==> config.mk <==
export PLATFORM = sky130hd
export DESIGN_NAME = memc_deskew
export DESIGN_NICKNAME = d
export VERILOG_FILES = /design/src/rtl/memc_deskew.sv
export SDC_FILE = /design/constraint.sdc
export NUM_CORES = 2
export LEC_CHECK = 0
export CORE_MARGIN = 8
export CORE_UTILIZATION = 50
export DETAILED_ROUTE_END_ITERATION = 12
export PLACE_DENSITY = 0.68
export SLEW_MARGIN = 30
export SYNTH_ARGS = -nofsm -noshare
export SYNTH_HDL_FRONTEND = slang
export SYNTH_SLANG_ARGS = --single-unit
==> constraint.sdc <==
create_clock -name clk -period 2.45 [get_ports clk]
set_input_delay 0.49 -clock clk [delete_from_list [all_inputs] [get_ports clk]]
set_output_delay 0.49 -clock clk [all_outputs]
set_load 0.01 [all_outputs]
==> src/rtl/memc_deskew.sv <==
// memc_deskew: captures one skewed DIMxDIM systolic result block and returns de-skewed rows.
// Readback latency 1 cycle; en low stalls capture. Define MEMC_ZERO_FILL_EN to clear the buffer on start.
module memc_deskew #(
  parameter int BITS_C = 24,
  parameter int DIM    = 8
) (
  input  logic                     clk,
  input  logic                     rst_n,
  input  logic                     start,
  input  logic                     en,
  input  logic signed [BITS_C-1:0] Cin [DIM],
  input  logic [$clog2(DIM)-1:0]   Crow,
  output logic signed [BITS_C-1:0] Cout [DIM],
  output logic                     busy,
  output logic                     done
);
  localparam int            CW       = $clog2(2*DIM);
  localparam logic [CW-1:0] CYC_LAST = CW'(2*DIM-2);

  typedef enum logic [1:0] {IDLE, CAPTURE, READY} state_t;

  state_t                   state, state_nxt;
  logic [CW-1:0]            cyc;
  logic                     cap_load;
  logic                     cap_adv;
  logic signed [BITS_C-1:0] mem [DIM][DIM];
  logic signed [BITS_C-1:0] row_sel [DIM];

  always_ff @(posedge clk or negedge rst_n) begin
    if (!rst_n) begin
      state <= IDLE;
      busy  <= 1'b0;
      done  <= 1'b0;
    end else begin
      state <= state_nxt;
      busy  <= (state_nxt == CAPTURE);
      done  <= (state_nxt == READY);
    end
  end

  // start is only honoured outside CAPTURE; a running block cannot be restarted
  always_comb begin
    state_nxt = state;
    cap_load  = 1'b0;
    cap_adv   = 1'b0;
    case (state)
      IDLE: begin
        if (start) begin
          state_nxt = CAPTURE;
          cap_load  = 1'b1;
        end
      end
      CAPTURE: begin
        if (en) begin
          cap_adv = 1'b1;
          if (cyc == CYC_LAST) state_nxt = READY;
        end
      end
      READY: begin
        if (start) begin
          state_nxt = CAPTURE;
          cap_load  = 1'b1;
        end
      end
      default: state_nxt = IDLE;
    endcase
  end

  always_ff @(posedge clk or negedge rst_n) begin
    if (!rst_n)        cyc <= '0;
    else if (cap_load) cyc <= '0;
    else if (cap_adv)  cyc <= cyc + 1'b1;
  end

  // lane i carries element k on enabled cycle k+i
  always_ff @(posedge clk or negedge rst_n) begin
    if (!rst_n) begin
      for (int i = 0; i < DIM; i++)
        for (int k = 0; k < DIM; k++)
          mem[i][k] <= '0;
    end else begin
`ifdef MEMC_ZERO_FILL_EN
      if (cap_load) begin
        for (int i = 0; i < DIM; i++)
          for (int k = 0; k < DIM; k++)
            mem[i][k] <= '0;
      end
`endif
      if (cap_adv) begin
        for (int i = 0; i < DIM; i++)
          for (int k = 0; k < DIM; k++)
            if (int'(cyc) == i + k) mem[i][k] <= Cin[i];
      end
    end
  end

  // rows beyond DIM-1 (non-power-of-two DIM) read as zero
  always_comb begin
    for (int j = 0; j < DIM; j++) row_sel[j] = '0;
    for (int r = 0; r < DIM; r++)
      if (int'(Crow) == r)
        for (int j = 0; j < DIM; j++) row_sel[j] = mem[r][j];
  end

  always_ff @(posedge clk or negedge rst_n) begin
    if (!rst_n) begin
      for (int j = 0; j < DIM; j++) Cout[j] <= '0;
    end else begin
      for (int j = 0; j < DIM; j++) Cout[j] <= row_sel[j];
    end
  end

endmodule
==> impl_metrics.ini <==
[synthesis]
synth_top_cell_by_area = dfrtp_1
syn_area_per_cell_um2 = 13.43
ys_seq_area_frac = 0.5658
yosys-top-cells-area = dfrtp_1 (57%), mux2_2 (20%), mux2i_1 (5.0%), a21oi_1 (2.2%), mux2_1 (2.2%)
synth_area_um2 = 76780
synth_cell_types = 38
synth_top_area_frac = 0.5658
synthCells = 5717
synth-seq-cells = 1736
synth_fp_nets = 5920
yosysWarnings = 0

[cts]
cts_tree = yes
clock_sinks = 1736
clock_latency_ns = 0.81
worst_setup_hold_path_clk_slew_ns = 0.06
numCtsBuffers = 179
htree_levels = 4
clockBufferDepth = 3
postCtsSetupBuffers = 0
root_buffer = clkbuf_16

[worst_setup_path]
endpoint_kind = output port
rr_endpoint = mem[712]
cp.arrival_ns = 1.94
crit_fanout = 1
crit_path_start = Cout[29]
max_stage_delay_ns = 0.74
r2r_slack_ns = 0.16
worstPathCellList = clkdlybuf4s50_1
start_kind = flip-flop
endpoint = Cout[29]
cp_top_family = buffers and inverters
path_depth = 1
critPathBufInv = 1
critPathRequiredTime_ns = 1.96
rr_startpoint = state[1]
critPathKind = reg2out
worst_path_max_delay_cell = clkdlybuf4s50_1
rr_worst_depth = 6

[timing]
period_minus_slack_ns = 2.429
hold_viol = 0
worst_slew_pin_slew_ns = 0.8470
setup_viol_count_final = 0
fin_crit_sh = 0.9916
max_slew_margin = 0.4294
finClkSkew_ns = 0.03097
fmax_mhz = 411.6
finalSetupTns_ns = 0
fin_hold_ws_ns = 0.2078
rsz0062_at_grt = no
maxSlewViolCount = 0

[place]
dp_cells = 8070
dp_hpwl_um = 171700
gp_congestion = 0.8913
port_buffers = 392

[global_routing]
grt_pass1_wl_um = 374300
track_usage = 0.2957
first_global_vias = 52619
grt-ovfl-total = 0
antenna_found_initial = 60
grt_max_degree = 98

[route]
vias = 51705
drtIter0Drc = 4726
avgRoutedWirePerCell_um = 29.72
route.detailed.drc = 0
firstDrtPassIters = 7
routed_wl_um = 250100
viasPerCell = 6.144
ant_nets = 0

[flow_run]
maxCapViolCount = 0

[die]
die_h_um = 407.9
die_w_um = 407.9
dieArea_um2 = 166300
core_area_um2 = 153300
num_rows = 144
ios = 393
start_util = 0.5007

[run_status]
status = finished, final reports clean

[cells_and_area]
nNetsFinal = 6411
nFillCells = 12003
syn2layout_area_growth_pct = 19.53
drive_gt1_frac = 0.3516
layout_common_cells = dfrtp_1 (1729), mux2_2 (1389), nand2_1 (390), clkdlybuf4s50_1 (385), mux2i_1 (384)
layout_commonest_cell = dfrtp_1
finalNonFillerCells = 8416

[power]
power.leakage_nw = 39.97
powerDensity_nw_per_um2 = 1163
ir_worst_vdd_mv = 0.8325

[worst_hold_path]
min_path_type = in2async
## worst min-delay path by stage
| stage | to | start | slack, ns | cells past startpoint |
|---|---|---|---|---|
| 4_1_cts | mem[1388] | rst_n | 0.16 | 2 |
| 3_5_place_dp | mem[1388] | rst_n | 0.39 | 1 |
| 3_3_place_gp | mem[1388] | rst_n | 0.38 | 1 |
| 5_1_grt | mem[1388] | rst_n | 0.19 | 2 |
| 2_1_floorplan | Cout[0] | rst_n | 0.19 | 0 |
| 6_report | mem[1388] | rst_n | 0.21 | 2 |
## cell families after synthesis
family          Yosys count  share of synthesized area
simple gates            636                    0.03815
mux                    1922                     0.2756
fa+ha+maj                 4                  0.0006519
compound gates          968                    0.08688
xor+xnor                  3                  0.0003423
flops                  1736                     0.5658
buf+inv                 448                    0.03251
## routing by layer
layer | routed length [µm] | track usage | vias up
li1 | - | - | 21791
met1 | 112700 | 0.4383 | 27578
met2 | 108600 | 0.4248 | 1907
met3 | 21460 | 0.08201 | 395
met4 | 7197 | 0.08636 | 34
met5 | 211 | 0 | -
## what timing repair did
item	in CTS	in global routing
endpoints found under the setup margin	8	2
cloned	0	0
hold buffers	1	0
gates resized for setup	8	2
endpoints found under the hold margin	463	0
## cells in the mapped netlist
| cell type | instances |
|---|---|
| a21o_1 | 2 |
| a21oi_1 | 336 |
| a221oi_1 | 168 |
| a22o_1 | 4 |
| a22oi_1 | 168 |
| a41oi_1 | 1 |
| and2_0 | 1 |
| and3_1 | 1 |
| buf_1 | 25 |
| buf_2 | 114 |
| buf_4 | 65 |
| buf_6 | 48 |
| buf_8 | 6 |
| clkbuf_1 | 188 |
| dfrtp_1 | 1736 |
| ha_1 | 4 |
| inv_1 | 2 |
| mux2_1 | 149 |
| mux2_2 | 1389 |
| mux2i_1 | 384 |
| nand2_1 | 390 |
| nand3_1 | 4 |
| nand3_2 | 1 |
| nand3b_2 | 1 |
| nand4_1 | 1 |
| nor2_1 | 52 |
| nor2_2 | 2 |
| nor2_4 | 4 |
| nor2b_1 | 5 |
| nor3_2 | 2 |
| nor3_4 | 1 |
| nor3b_2 | 2 |
| o211ai_1 | 48 |
| o21ai_0 | 73 |
| o31a_1 | 168 |
| or2_2 | 168 |
| or3b_1 | 1 |
| xnor2_1 | 3 |
## power breakdown
part	switching [mW]	internal (mW)
Clock	11.5	16.4
Sequential	7.25	41.6
Combinational	12.9	17.1
## flip-flops by register name (all words and copies together), names as in the netlist
register	flops
Cout	192
busy	1
cyc	4
done	1
mem	1536
state	2
## through the flow
step	util	cell area, µm²	setup WS [ns]	power, mW
floorplan	-	76780	0.4890	66.65
global placement	0.5588	85690	-0.3289	77.39
detailed placement	0.5588	85690	-0.3040	78.95
CTS	0.5982	91710	0.001956	107.0
global route	0.5984	91760	0.008039	111.9
finish	0.5985	91770	0.02062	106.7
## area by class of cell
class,count,area [µm²],area share
clock buffers,271,5370,0.05852
multi-input cells,3533,30930,0.3371
clock inverters,51,644.4,0.007021
well taps,2044,2557,0.02787
inverters,2,7.507,0.00008180
repair buffers,756,8752,0.09537
flip-flops and latches,1736,43450,0.4735
diodes,23,57.56,0.0006271
Note: power is estimated with default switching activity, not from simulation.
